**config.mk**
```make
export PLATFORM = sky130hd
export DESIGN_NAME = fetch_stage
export DESIGN_NICKNAME = d
export VERILOG_FILES = /design/src/rtl/fetch_stage.sv
export SDC_FILE = /design/constraint.sdc
export NUM_CORES = 1
export LEC_CHECK = 0
export BUFFER_PORTS_ARGS = -buffer_cell sky130_fd_sc_hd__buf_2
export CORE_MARGIN = 1
export CORE_UTILIZATION = 25
export CTS_CLUSTER_SIZE = 30
export DETAILED_ROUTE_END_ITERATION = 16
export SLEW_MARGIN = 10
export SYNTH_ARGS = -nofsm -noshare
export SYNTH_HDL_FRONTEND = slang
export SYNTH_SLANG_ARGS = --single-unit
export TNS_END_PERCENT = 5
```
**constraint.sdc**
```tcl
create_clock -name clk -period 4.8 [get_ports clk]
set_clock_uncertainty 0.05 [all_clocks]
set_input_delay 0.96 -clock clk [delete_from_list [all_inputs] [get_ports clk]]
set_output_delay 0.96 -clock clk [all_outputs]
set_load 0.01 [all_outputs]
```
**src/rtl/fetch_stage.sv**
```systemverilog
// MIPS IF stage: owns the PC, runs the imem req/ack handshake,
// loads IF/ID. One-entry skid for ID stalls; deferred redirect.
module fetch_stage #(
  parameter int              SIZE     = 32,
  parameter logic [SIZE-1:0] RESET_PC = '0
) (
  input  logic            clk,
  input  logic            rst_n,
  input  logic            stall,
  input  logic            br_taken,
  input  logic [SIZE-1:0] br_pc_plus4,
  input  logic [SIZE-1:0] br_offset_sh,
  input  logic            jump,
  input  logic [25:0]     jump_target,
  output logic            imem_req,
  output logic [SIZE-1:0] imem_addr,
  input  logic            imem_ack,
  input  logic [SIZE-1:0] imem_rdata,
  output logic [SIZE-1:0] if_id_instr,
  output logic [SIZE-1:0] if_id_pc_plus4,
  output logic            if_id_valid
);

  typedef enum logic [1:0] {
    S_BOOT,
    S_WAIT,
    S_DRAIN,
    S_HOLD
  } state_t;

  state_t          r_state;
  logic            r_req;
  logic            r_valid;
  logic [SIZE-1:0] r_pc;
  logic [SIZE-1:0] r_redir_pc;
  logic [SIZE-1:0] r_skid_instr;
  logic [SIZE-1:0] r_skid_pc4;
  logic [SIZE-1:0] r_instr;
  logic [SIZE-1:0] r_pc4;

  logic            w_redir;
  logic [SIZE-1:0] w_pc4;
  logic [SIZE-1:0] w_br_tgt;
  logic [SIZE-1:0] w_j_tgt;
  logic [SIZE-1:0] w_target;

  // Redirects only count when ID holds a real, non-stalled instruction.
  assign w_redir  = r_valid & ~stall & (jump | br_taken);
  assign w_pc4    = r_pc + SIZE'(4);
  assign w_br_tgt = br_pc_plus4 + br_offset_sh;
  assign w_j_tgt  = {r_pc4[SIZE-1 -: 4], jump_target, 2'b00};
  assign w_target = jump ? w_j_tgt : w_br_tgt;

  assign imem_req       = r_req;
  assign imem_addr      = r_pc;
  assign if_id_instr    = r_instr;
  assign if_id_pc_plus4 = r_pc4;
  assign if_id_valid    = r_valid;

  always_ff @(posedge clk or negedge rst_n) begin
    if (!rst_n) begin
      r_state      <= S_BOOT;
      r_req        <= 1'b0;
      r_valid      <= 1'b0;
      r_pc         <= RESET_PC;
      r_redir_pc   <= '0;
      r_skid_instr <= '0;
      r_skid_pc4   <= '0;
      r_instr      <= '0;
      r_pc4        <= '0;
    end else begin
      unique case (r_state)
        S_BOOT: begin
          r_state <= S_WAIT;
          r_req   <= 1'b1;
        end
        S_WAIT: begin
          if (w_redir) begin
            r_valid <= 1'b0;
            if (imem_ack) begin
              r_pc <= w_target;
            end else begin
              // addr must stay put until the old request is acked
              r_redir_pc <= w_target;
              r_state    <= S_DRAIN;
            end
          end else if (imem_ack && !stall) begin
            r_instr <= imem_rdata;
            r_pc4   <= w_pc4;
            r_valid <= 1'b1;
            r_pc    <= w_pc4;
          end else if (imem_ack) begin
            r_skid_instr <= imem_rdata;
            r_skid_pc4   <= w_pc4;
            r_pc         <= w_pc4;
            r_req        <= 1'b0;
            r_state      <= S_HOLD;
          end else if (!stall) begin
            // ID consumed its instruction, nothing new arrived
            r_valid <= 1'b0;
          end
        end
        S_DRAIN: begin
          if (imem_ack) begin
            r_pc    <= r_redir_pc;
            r_state <= S_WAIT;
          end
        end
        S_HOLD: begin
          if (!stall) begin
            r_req   <= 1'b1;
            r_state <= S_WAIT;
            if (w_redir) begin
              r_pc    <= w_target;
              r_valid <= 1'b0;
            end else begin
              r_instr <= r_skid_instr;
              r_pc4   <= r_skid_pc4;
              r_valid <= 1'b1;
            end
          end
        end
        default: r_state <= S_BOOT;
      endcase
    end
  end

endmodule

```
==> out/metrics.yaml <==
cts_htree_levels: 4
post_synth_num_cell_types: 62
hold_viol_final: 0
insertion_delay_ns: 0.45
cts_tree: "done"
wl_per_cell_um: 17.6
finalWirelength_mm: 35.2
fin_total_pwr_mw: 8.26
endpoint_kind: "flip-flop"
dpl.hpwl_mm: 26.3
headroom_to_the_max_slew_limit: 0.404
placeable_core_region_um2: 43200
maxSlewViolCount: 0
power.static_leakage_nw: 6.04
final_layout_size_suffix_gt1_frac: 0.230
synth_edf_count: 0
vias: 9639
ios: 226
cts_resized: 0
clkSlewWorstSetupHoldPaths_ns: 0.08
drt-pass1-iter-count: 5
power_dens_cells_nw_per_um2: 623
timing.final.setup_violations: 0
maximum_number_of_pins_on_one_net_before_global_route_repair: 83
nets_in_the_synthesized_netlist: 1386
synth_flop_cell: "sky130_fd_sc_hd__dfrtp_1"
ys_async_sr_fraction: 1.00
critical_path_peak_fanout: 4
detail_route.drc_violations: 0
worst_ir_drop_vdd_mv: 0.292
max_slew.worst_pin.slew_ns: 0.894
clock.fmax_mhz: 298
chipWidth_um: 211
post-synth-top-area-fraction: 0.448
port-buffer-count: 225
areaGrowthSynthToFinish_pct: 21.0
clock_sink_count: 196
yosysWarnings: 0
grt_overflow: 0
initial_core_utilization: 0.254
max-cap-violations: 0
final_net_count: 1570
synth.cells.most_frequent: "sky130_fd_sc_hd__dfrtp_1, sky130_fd_sc_hd__nand2_1, sky130_fd_sc_hd__o21ai_0"
avgViaCountPerCell: 4.82
postCtsHoldBufs: 0
synthMostInstantiatedCell: "sky130_fd_sc_hd__dfrtp_1"
grt_usage: 0.160
post_synth_inst_count: 1221
cts-root-to-sink-buffers: 2
worstSetupPathType: "input pin to flip-flop"
die_area_um2: 44600
final.setup.tns_ns: 0
global_route_wire_length_before_repair_mm: 54.3
antenna_found_initial: 4
first_iter_violations: 792
gp_congestion: 0.813
multiInputGateArea_um2: 5710
synth_top_cell_by_area: "sky130_fd_sc_hd__dfrtp_1"
cp_data_required_time_ns: 5.11
layout.filler_cells: 4583
ys_ff_latch: 196
syn-cell-area_um2: 10900
grt_pass1_vias: 9195
seq_area_um2: 4900
drt.antenna.violating_nets: 0
outcome: "complete, no violations"
postCtsSetupRepairBufs: 0
core.rowCount: 76
cts_inserted_buffers: 17
syn_area_per_cell_um2: 8.96
period_utilization: 0.699
antenna-diode-count: 0
ys_seq_area_frac: 0.448
worst_ep_arrival_time_ns: 3.67
min_path_type: "flip-flop to flip-flop"
finalWorstPathRequiredPeriod_ns: 3.35
synth.top_cells.by_area: "sky130_fd_sc_hd__dfrtp_1, sky130_fd_sc_hd__o21ai_0, sky130_fd_sc_hd__nand2_1, sky130_fd_sc_hd__a21oi_1, sky130_fd_sc_hd__mux2i_1"
timing.critical_path.from_type: "input pin"
ctsRootBufferMaster: "sky130_fd_sc_hd__clkbuf_16"
rsz0062_at_grt: "no"
die_height_um: 211
worst paths after layout:
check | depth (start not counted) | from | end | slack, ns
min reg2reg | 2 | if_id_pc_plus4[15] | if_id_pc_plus4[15] | 0.42
max reg2reg | 9 | r_state[0] | imem_addr[9] | 1.47
max | 12 | br_pc_plus4[0] | imem_addr[24] | 1.45
max in group asynchronous | 2 | rst_n | imem_addr[27] | 3.17
min in group asynchronous | 1 | rst_n | r_skid_instr[25] | 0.49
min | 2 | if_id_pc_plus4[15] | if_id_pc_plus4[15] | 0.42
critical path, stage by stage:
cell	delay (ns)
sky130_fd_sc_hd__buf_2	0.10
sky130_fd_sc_hd__ha_1	0.21
sky130_fd_sc_hd__fa_1	0.40
sky130_fd_sc_hd__a21o_1	0.17
sky130_fd_sc_hd__a21oi_1	0.25
sky130_fd_sc_hd__o211ai_1	0.25
sky130_fd_sc_hd__a41oi_2	0.37
sky130_fd_sc_hd__o21ai_0	0.20
sky130_fd_sc_hd__a41oi_1	0.27
sky130_fd_sc_hd__xnor2_1	0.14
sky130_fd_sc_hd__mux2i_1	0.10
sky130_fd_sc_hd__o31ai_1	0.23
layout make-up:
cell class / count / share of cell area
repair buffers: 243 / 0.0968
flip-flops and latches: 196 / 0.370
clock buffers: 20 / 0.0337
clock inverters: 10 / 0.00774
multi-input cells: 929 / 0.431
well taps: 585 / 0.0552
inverters: 18 / 0.00510
cell usage in the layout, fill, tap and decap left out, types with 12 or more instances in the layout:
| cell | synthesis | routed |
|---|---|---|
| sky130_fd_sc_hd__dfrtp_1 | 196 | 196 |
| sky130_fd_sc_hd__o21ai_0 | 167 | 167 |
| sky130_fd_sc_hd__mux2_2 | 38 | 38 |
| sky130_fd_sc_hd__buf_2 | 5 | 224 |
| sky130_fd_sc_hd__mux2i_1 | 50 | 50 |
| sky130_fd_sc_hd__a21oi_1 | 108 | 108 |
| sky130_fd_sc_hd__xor2_1 | 32 | 32 |
| sky130_fd_sc_hd__nand2_1 | 186 | 186 |
| sky130_fd_sc_hd__clkbuf_16 | 0 | 17 |
| sky130_fd_sc_hd__o21a_1 | 12 | 12 |
| sky130_fd_sc_hd__buf_4 | 2 | 17 |
| sky130_fd_sc_hd__nand3_1 | 38 | 37 |
| sky130_fd_sc_hd__nor2_1 | 89 | 89 |
| sky130_fd_sc_hd__ha_1 | 36 | 35 |
| sky130_fd_sc_hd__inv_1 | 18 | 18 |
| sky130_fd_sc_hd__a21o_1 | 12 | 12 |
| sky130_fd_sc_hd__and3_1 | 14 | 14 |
| sky130_fd_sc_hd__xnor2_1 | 19 | 19 |
stage by stage:
step	hold slack, ns	setup slack, ns	area [um2]	cells	utilization
6_report	0.425	1.45	13200	2001	0.307
5_1_grt	0.452	1.15	13200	2001	0.307
4_1_cts	0.432	1.40	13200	2001	0.307
3_5_place_dp	0.413	0.913	12700	1971	0.294
3_3_place_gp	0.406	0.934	12700	1971	0.294
2_1_floorplan	0.396	1.42	10900	1221	-
cells by family after synthesis:
kind of cell | after synthesis | share of synthesized area
buffers and inverters | 96 | 0.0343
DFF | 196 | 0.448
adders and majority gates | 37 | 0.0430
muxes | 88 | 0.0848
xor gates and xnor gates | 51 | 0.0408
AOI/OAI and AO/OA | 378 | 0.200
and+or+nand+nor | 375 | 0.149
where the power goes:
| group | internal [mW] | switching [mW] |
|---|---|---|
| clock network | 0.730 | 0.673 |
| registers | 2.45 | 0.572 |
| logic | 1.50 | 2.34 |
| total | 4.68 | 3.58 |
registers in the layout (all words and copies together) (netlist names):
name            flops
r_skid_pc4         32
if_id_valid         1
imem_addr          32
r_skid_instr       32
if_id_instr        32
if_id_pc_plus4     32
imem_req            1
r_redir_pc         32
r_state             2
metal layers:
| metal | up-vias | routed length (um) | global-route usage |
|---|---|---|---|
| li1 | 4696 | - | - |
| met1 | 4593 | 17100 | 0.228 |
| met2 | 303 | 15100 | 0.232 |
| met3 | 41 | 2350 | 0.0431 |
| met4 | 6 | 710 | 0.0502 |
| met5 | - | 41 | 0 |
No activity file was read; power rests on OpenSTA's default activity.
